<file path="config.mk">
export PLATFORM = sky130hd
export DESIGN_NAME = vga_scan_engine
export DESIGN_NICKNAME = d
export VERILOG_FILES = /design/src/rtl/vga_pkg.sv /design/src/rtl/vga_pix_div.sv /design/src/rtl/vga_scan_engine.sv
export SDC_FILE = /design/constraint.sdc
export NUM_CORES = 1
export LEC_CHECK = 0
export CORE_MARGIN = 10
export CORE_UTILIZATION = 30
export CTS_CLUSTER_SIZE = 20
export DETAILED_ROUTE_END_ITERATION = 6
export SKIP_CTS_REPAIR_TIMING = 1
export SYNTH_ARGS = -nofsm -noshare
export SYNTH_HDL_FRONTEND = slang
export SYNTH_SLANG_ARGS = --single-unit
export TNS_END_PERCENT = 5
</file>
<file path="constraint.sdc">
create_clock -name clk_50Mhz -period 5.4 [get_ports clk_50Mhz]
set_input_delay 1.62 -clock clk_50Mhz [delete_from_list [all_inputs] [get_ports clk_50Mhz]]
set_output_delay 1.62 -clock clk_50Mhz [all_outputs]
set_load 0.1 [all_outputs]
</file>
<file path="src/rtl/vga_pkg.sv">
// vga_pkg: 640x480@60 timing defaults, run-state type and RGB332 colour expansion
package vga_pkg;
   localparam int DEF_H_ACTIVE = 640;
   localparam int DEF_H_FP = 16;
   localparam int DEF_H_SYNC = 96;
   localparam int DEF_H_BP = 48;
   localparam int DEF_V_ACTIVE = 480;
   localparam int DEF_V_FP = 10;
   localparam int DEF_V_SYNC = 2;
   localparam int DEF_V_BP = 33;
   localparam int DEF_CLK_DIV = 2;
   localparam int DEF_SCALE_LOG2 = 1;
   localparam int DEF_ADDR_W = 18;
   typedef enum logic [1:0] {IDLE, RUN, DRAIN} run_state_t;
   function automatic logic [23:0] rgb332_expand(input logic [7:0] c);
      return {c[7:5], c[7:5], c[7:6], c[4:2], c[4:2], c[4:3], c[1:0], c[1:0], c[1:0], c[1:0]};
   endfunction
endpackage

</file>
<file path="src/rtl/vga_pix_div.sv">
// vga_pix_div: system-clock divider producing the one-clock pixel enable
module vga_pix_div #(
   parameter int CLK_DIV = 2
) (
   input  logic clk_50Mhz,
   input  logic rst,
   output logic pix_ce
);
   localparam int W = $clog2(CLK_DIV);
   localparam logic [W-1:0] LAST = W'(CLK_DIV - 1);
   logic [W-1:0] cnt;
   assign pix_ce = cnt == LAST;
   // free-running 0..CLK_DIV-1 count, restarting after each pixel enable
   always_ff @(posedge clk_50Mhz or negedge rst)
      if (!rst) cnt <= '0;
      else cnt <= pix_ce ? '0 : cnt + W'(1);
endmodule

</file>
<file path="src/rtl/vga_scan_engine.sv">
// vga_scan_engine: VGA scan generator with downscaled framebuffer addressing; VGA_TEST_PATTERN_EN adds colour bars
module vga_scan_engine
   import vga_pkg::*;
#(
   parameter int H_ACTIVE = DEF_H_ACTIVE,
   parameter int H_FP = DEF_H_FP,
   parameter int H_SYNC = DEF_H_SYNC,
   parameter int H_BP = DEF_H_BP,
   parameter int V_ACTIVE = DEF_V_ACTIVE,
   parameter int V_FP = DEF_V_FP,
   parameter int V_SYNC = DEF_V_SYNC,
   parameter int V_BP = DEF_V_BP,
   parameter int CLK_DIV = DEF_CLK_DIV,
   parameter int SCALE_LOG2 = DEF_SCALE_LOG2,
   parameter int ADDR_W = DEF_ADDR_W,
   parameter bit SYNC_POL = 1'b0
) (
   input  logic              clk_50Mhz,
   input  logic              rst,
   input  logic              enable,
   input  logic              pattern,
   input  logic [7:0]        fb_color,
   output logic [ADDR_W-1:0] fb_addr,
   output logic              pix_ce,
   output logic              h_sync,
   output logic              v_sync,
   output logic              video_on,
   output logic [10:0]       pixel_x,
   output logic [10:0]       pixel_y,
   output logic [7:0]        red,
   output logic [7:0]        green,
   output logic [7:0]        blue,
   output logic              frame_start
);
   localparam int H_TOTAL = H_ACTIVE + H_FP + H_SYNC + H_BP;
   localparam int V_TOTAL = V_ACTIVE + V_FP + V_SYNC + V_BP;
   localparam logic [10:0] H_LAST = 11'(H_TOTAL - 1);
   localparam logic [10:0] V_LAST = 11'(V_TOTAL - 1);
   localparam logic [10:0] H_ACT = 11'(H_ACTIVE);
   localparam logic [10:0] V_ACT = 11'(V_ACTIVE);
   localparam logic [10:0] HS_BEG = 11'(H_ACTIVE + H_FP);
   localparam logic [10:0] HS_END = 11'(H_ACTIVE + H_FP + H_SYNC);
   localparam logic [10:0] VS_BEG = 11'(V_ACTIVE + V_FP);
   localparam logic [10:0] VS_END = 11'(V_ACTIVE + V_FP + V_SYNC);
   localparam logic [10:0] S_MASK = 11'((1 << SCALE_LOG2) - 1);
   localparam logic [ADDR_W-1:0] FB_W = ADDR_W'(H_ACTIVE >> SCALE_LOG2);
   run_state_t state, state_nxt;
   logic [10:0] h_cnt, v_cnt;
   logic [ADDR_W-1:0] row_base;
   logic scan, h_wrap, f_wrap, row_step, active, hs_win, vs_win;
   logic [7:0] src;
   vga_pix_div #(.CLK_DIV(CLK_DIV)) u_div (.clk_50Mhz(clk_50Mhz), .rst(rst), .pix_ce(pix_ce));
   assign scan = state != IDLE;
   assign h_wrap = pix_ce && scan && h_cnt == H_LAST;
   assign f_wrap = h_wrap && v_cnt == V_LAST;
   assign row_step = ((v_cnt + 11'd1) & S_MASK) == 11'd0;
   assign active = h_cnt < H_ACT && v_cnt < V_ACT;
   assign hs_win = h_cnt >= HS_BEG && h_cnt < HS_END;
   assign vs_win = v_cnt >= VS_BEG && v_cnt < VS_END;
   assign fb_addr = row_base + ADDR_W'(h_cnt >> SCALE_LOG2);
`ifdef VGA_TEST_PATTERN_EN
   localparam int BAR_W = H_ACTIVE / 8;
   localparam int BW = $clog2(BAR_W + 1);
   localparam logic [BW-1:0] BAR_LAST = BW'(BAR_W - 1);
   logic [BW-1:0] bar_cnt;
   logic [2:0] bar_idx;
   assign src = pattern ? {{3{bar_idx[2]}}, {3{bar_idx[1]}}, {2{bar_idx[0]}}} : fb_color;
   // bar index tracks h_cnt in stage 0 so it lines up with fb_color
   always_ff @(posedge clk_50Mhz or negedge rst)
      if (!rst) begin
         bar_cnt <= '0;
         bar_idx <= '0;
      end else if (pix_ce) begin
         bar_cnt <= (!scan || h_wrap || bar_cnt == BAR_LAST) ? '0 : bar_cnt + BW'(1);
         bar_idx <= (!scan || h_wrap) ? 3'd0 : bar_idx + 3'(bar_cnt == BAR_LAST);
      end
`else
   logic unused_pattern;
   assign unused_pattern = pattern;
   assign src = fb_color;
`endif
   // run-state register
   always_ff @(posedge clk_50Mhz or negedge rst)
      if (!rst) state <= IDLE;
      else state <= state_nxt;
   // run control: RUN and DRAIN only differ in that DRAIN falls to IDLE at the frame wrap
   always_comb begin
      state_nxt = state;
      state_nxt = !pix_ce ? state : enable ? RUN : (state == IDLE || f_wrap) ? IDLE : DRAIN;
   end
   // stage 0: scan counters and incremental row base for the downscaled framebuffer
   always_ff @(posedge clk_50Mhz or negedge rst)
      if (!rst) begin
         h_cnt <= '0;
         v_cnt <= '0;
         row_base <= '0;
      end else if (pix_ce && scan) begin
         h_cnt <= h_wrap ? 11'd0 : h_cnt + 11'd1;
         if (h_wrap) begin
            v_cnt <= f_wrap ? 11'd0 : v_cnt + 11'd1;
            row_base <= f_wrap ? '0 : row_step ? row_base + FB_W : row_base;
         end
      end
   // stage 1: registered syncs, coordinates and colour, one pixel behind stage 0
   always_ff @(posedge clk_50Mhz or negedge rst)
      if (!rst) begin
         h_sync <= !SYNC_POL;
         v_sync <= !SYNC_POL;
         video_on <= 1'b0;
         pixel_x <= '0;
         pixel_y <= '0;
         {red, green, blue} <= 24'd0;
         frame_start <= 1'b0;
      end else begin
         frame_start <= pix_ce && scan && h_cnt == 11'd0 && v_cnt == 11'd0;
         if (pix_ce) begin
            h_sync <= scan && hs_win ? SYNC_POL : !SYNC_POL;
            v_sync <= scan && vs_win ? SYNC_POL : !SYNC_POL;
            video_on <= scan && active;
            pixel_x <= h_cnt;
            pixel_y <= v_cnt;
            {red, green, blue} <= scan && active ? rgb332_expand(src) : 24'd0;
         end
      end
endmodule

</file>
# [Yosys cells after proc, flatten, opt, wreduce, memory -nomap -nowiden]
# Index checks and enable logic that the tools add are counted.
# W data, S select, Z words.
[word_totals] ff_bits=93 wordCells=57
[classes] addsub=5 magnitude_cmp=6 n_eq_ne=2 muxes=10 reduce_logical=20
[op_table] op="$mux W18" count=2
[op_table] op="$logic_not A11 Y1" count=3
[op_table] op="$mux W24" count=1
[op_table] op="$add A11 B1 Y11 const B" count=2
[op_table] op="$eq A11 B10 Y1 const B" count=2
[op_table] op="$lt A11 B10 Y1 const B" count=2
[op_table] op="$lt A11 B9 Y1 const B" count=2
[op_table] op="$mux W11" count=2
[op_table] op="$add A18 B10 Y18" count=1
[op_table] op="$add A18 B9 Y18 const B" count=1
[op_table] op="$ge A11 B10 Y1 const B" count=1
[op_table] op="$ge A11 B9 Y1 const B" count=1
[op_table] op="$logic_and A1 B1 Y1" count=11
[op_table] op="$mux W2" count=2
[op_table] op="$reduce_bool A2 Y1" count=2
[op_table] op="$mux W1" count=3
[op_table] op="$reduce_and A3 Y1" count=1
[op_table] op="$logic_not A2 Y1" count=1
[op_table] op="$reduce_and A2 Y1" count=1
[op_table] op="$add A1 B1 Y1 const B" count=1
[op_table] op="$logic_or A1 B1 Y1" count=1

# [Depth between registers and ports, before layout]
[logic_depth] word_depth=7 mapped_depth=9

# [Cells and area by module]
# Synthesis repeated with hierarchy kept, for this count alone.
[unflattened] hier_cells=360 area_unflattened_um2=3801.1
[by_module_without_submodules] module="vga_scan_engine" instances=1 cells_per_inst=358 area_each_um2=3772.4 seq_area_each_um2=1754.2
[by_module_without_submodules] module="vga_pix_div" instances=1 cells_per_inst=2 area_each_um2=28.8 seq_area_each_um2=25.0

# [Least setup slack after synthesis]
# No wires, ideal clock.
[synth_path] path_kind="register -> output" start="reg h_cnt[8]" end="out fb_addr[13]" t_arrival_ps=2842 path_slack_ps=938 path_stages_with_launch=6 cell_sequence="dfrtp_1 ha_1 a21o_1 a211oi_1 nor3_1 xor2_1"
[synth_via] elab_chain_len=1
[synth_rtl] element="start, declared" line="vga_scan_engine.sv:48" rtl="logic [10:0] h_cnt, v_cnt;"
[synth_rtl] element="start signal, assigned" line="vga_scan_engine.sv:98" rtl="h_cnt <= h_wrap ? 11'd0 : h_cnt + 11'd1;"
[synth_rtl] element="$add A18 B10 Y18" line="vga_scan_engine.sv:60" rtl="assign fb_addr = row_base + ADDR_W'(h_cnt >> SCALE_LOG2);"
[synth_rtl] element="end, declared" line="vga_scan_engine.sv:23" rtl="output logic [ADDR_W-1:0] fb_addr,"
# No other way between the ends.

# [Worst setup path after layout]
[layout_path] start="reg h_cnt[8]" end="out fb_addr[7]"
# Same word-level chain as after synthesis.

==> impl_metrics.yaml <==
power_and_ir_drop:
  share_comb_of_total_power_pct: 35.0
  swShare_pct: 41.5
  switchingPower_mw: 0.808
  internal-power_mw: 1.14
  pwr-share-clk_pct: 32.0
  ir_drop_uv: 395
  leakagePower_nw: 2.12
  p_per_area_nw_per_um2: 396
  power_frac_seq_pct: 32.9
  power_mw: 1.95
final_layout:
  nets: 441
  antenna_cells: 0
  layout_common_cells: "dfrtp_1, clkdlybuf4s50_1, mux2_2"
  final_common_cell: "dfrtp_1"
  syn_to_final_growth_pct: 27.7
  drive_above_1_share_pct: 14.2
  final.fill_count: 1274
critical_path:
  crit_fanout: 8
  end_kind: "output pin"
  worstPathRequired_ps: 3780
  rr_endpoint: "h_cnt[1]"
  crit_path_max_incr_delay_ps: 1150
  path_cells: "ha_1, xor2_1, clkdlybuf4s50_1"
  arrival_ps: 2510
  ff2ff_path_depth: 5
  worstSetupStartpointType: "register"
  crit_slowest_cell: "clkdlybuf4s50_1"
  crit_type: "reg -> out"
  r2r-start: "u_div.pix_ce"
  r2r_slack_ps: 2750
cts:
  numCtsBuffers: 9
  cts.sinks: 71
  cts.clk_slew.worst_paths_ps: 60
  tritoncts: "built"
  clockRootBuffer: "clkbuf_16"
  htreeDepth: 3
  clockBufferDepth: 2
  clock_latency_ps: 330
routing:
  vias: 3024
  finalWirelength_mm: 9.88
  first_pass_iters: 4
  first_iter_violations: 179
  post-route-drc-count: 0
  ant_nets: 0
  viasPerCell: 5.07
  routedWlPerCell_um: 16.6
global_route:
  grt_pass1_vias: 3062
  grt.total_usage_pct: 11.2
  grt-ovfl-total: 0
  grt_pass1_wl_mm: 16.4
  antenna_found_initial: 0
  grt_max_degree: 72
run:
  cap_viol_max_count: 0
sta:
  report.final.slew_viol_count: 0
  relSlewSlack_pct: 19.2
  rsz0062_at_grt: "no"
  layout_setup_ws_ps: 1270
  final.period_utilization_pct: 76.4
  tightest_slew_ps: 1200
  min_period_ps: 4130
  max_freq_mhz: 242
  tns_ps: 0
  finalHoldViolCount: 0
  finalClockSkew_ps: 5.63
  timing.hold.ws_ps: 482
  setup_viol: 0
yosys:
  syn_inst: 369
  synth_seq_cells: 71
  synth_simple_gate_area_share_pct: 17.1
  synth_cell_type_count: 49
  yosys_warnings: 0
  synth_ff_type: "dfrtp_1"
  syn-num-nets: 391
  synth_xor_area_share_pct: 6.14
  synth.area.top_cells: "dfrtp_1, mux2_2, buf_4"
  avgSynthCellArea_um2: 10.4
  synth-adder-area-share_pct: 3.25
  yosys.area.top_type_share_pct: 44.8
  async_reset_ff_share_pct: 100
  yosysSeqAreaShare_pct: 46.2
  syn_area_um2: 3850
  synth_top_family_by_area: "simple AND/OR/NAND/NOR gates"
  synth_compound_area_share_pct: 11.2
  synthMuxAreaShare_pct: 8.87
  synth_edf_count: 0
  synth_area_leader_cell: "dfrtp_1"
place:
  place_hpwl_mm: 7.05
  place_ws_ps: 1600
  io_buffers: 79
  gp_congestion: 0.837
floorplan:
  core_um2: 12600
  start_util_pct: 30.5
  die_h_um: 133
  die_w_um: 133
  ios: 81
  std_cell_rows: 41
  die-area_um2: 17800
min_path:
  hold_depth: 1
  min_to: "video_on"
  min_from: "video_on"
  hold_path_class: "reg -> reg"
outcome:
  status: "completed"
[cells by family (layout without fill, tap and decap cells)]
logic type | after synthesis | in the layout
AO/OA/AOI/OAI | 60 | 60
XOR/XNOR | 27 | 27
adder cells (fa/ha/maj) | 10 | 10
buffers and inverters | 51 | 106
flip-flops | 71 | 71
multiplexers | 31 | 31
other | 1 | 1
AND/OR/NAND/NOR | 118 | 118
[synth_stat cells, types with 2 or more instances]
cell	instances
a22o_1	13
a31oi_1	2
dfstp_2	2
nor3_1	12
a21boi_0	2
o21ai_0	11
a211oi_1	8
xor2_1	15
and3_1	3
and2_1	3
buf_6	2
o21a_1	2
and4_1	5
xnor2_1	12
clkbuf_1	20
inv_1	8
a21oi_1	5
buf_1	2
mux2_2	25
nand4_1	15
mux2i_1	6
nor4_1	10
ha_1	10
o211ai_1	6
a21o_1	4
nor2_1	17
nand2_1	17
or4_1	7
buf_4	18
nand3_1	20
dfrtp_1	69
[flip-flops by register name (all words and copies together), names as in the netlist, 2 cells and up]
register	flops
h_cnt	11
blue	2
red	3
pixel_x	11
v_cnt	11
green	3
state	2
row_base	12
pixel_y	11
[layout make-up]
cell class              count  area, um^2  share of cell area [%]
multi-input cells         247        1800                    36.6
flip-flops and latches     71        1780                    36.2
well taps                 172         215                    4.37
repair buffers             81         778                    15.8
clock inverters             6        86.3                    1.75
clock buffers              10         229                    4.65
inverters                   9        33.8                   0.686
[through the flow]
stage	cells	utilization [%]	area, um^2
2_1_floorplan	369	-	3850
3_3_place_gp	580	36.5	4610
3_5_place_dp	580	36.5	4610
4_1_cts	596	39.0	4920
5_1_grt	596	39.0	4920
6_report	596	39.0	4920
[worst max-delay path: cells and delay by family, from the launching register on]
family                     cells  cell delay, ps
DFF                            1             470
xor gates and xnor gates       1             150
adders and majority gates      1             400
buffers and inverters          1            1150
[worst max path at each step]
stage | from | to | slack [ps]
after global placement | h_cnt[8] | fb_addr[7] | 1610
after detailed placement | h_cnt[8] | fb_addr[7] | 1600
final | h_cnt[8] | fb_addr[7] | 1270
after global routing | h_cnt[8] | fb_addr[15] | 1060
after CTS | h_cnt[8] | fb_addr[7] | 1240
after floorplan | h_cnt[8] | fb_addr[13] | 940
[power groups by stage]
stage               clock network (mW)  registers [mW]  logic (mW)
finish                           0.625           0.642       0.683
global route                     0.667           0.651       0.714
CTS                              0.641           0.642       0.688
detailed placement                   0           0.650       0.686
global placement                     0           0.648       0.684
floorplan                            0           0.781       0.409
[per-layer routing]
layer | wire length, um | global-route usage [%] | vias to the layer above
li1 | - | - | 1437
met1 | 4390 | 13.4 | 1493
met3 | 497 | 3.50 | 12
met2 | 4880 | 18.7 | 82
met5 | 0 | 0 | -
met4 | 118 | 3.69 | 0
Power figures use the tool's default switching activity.
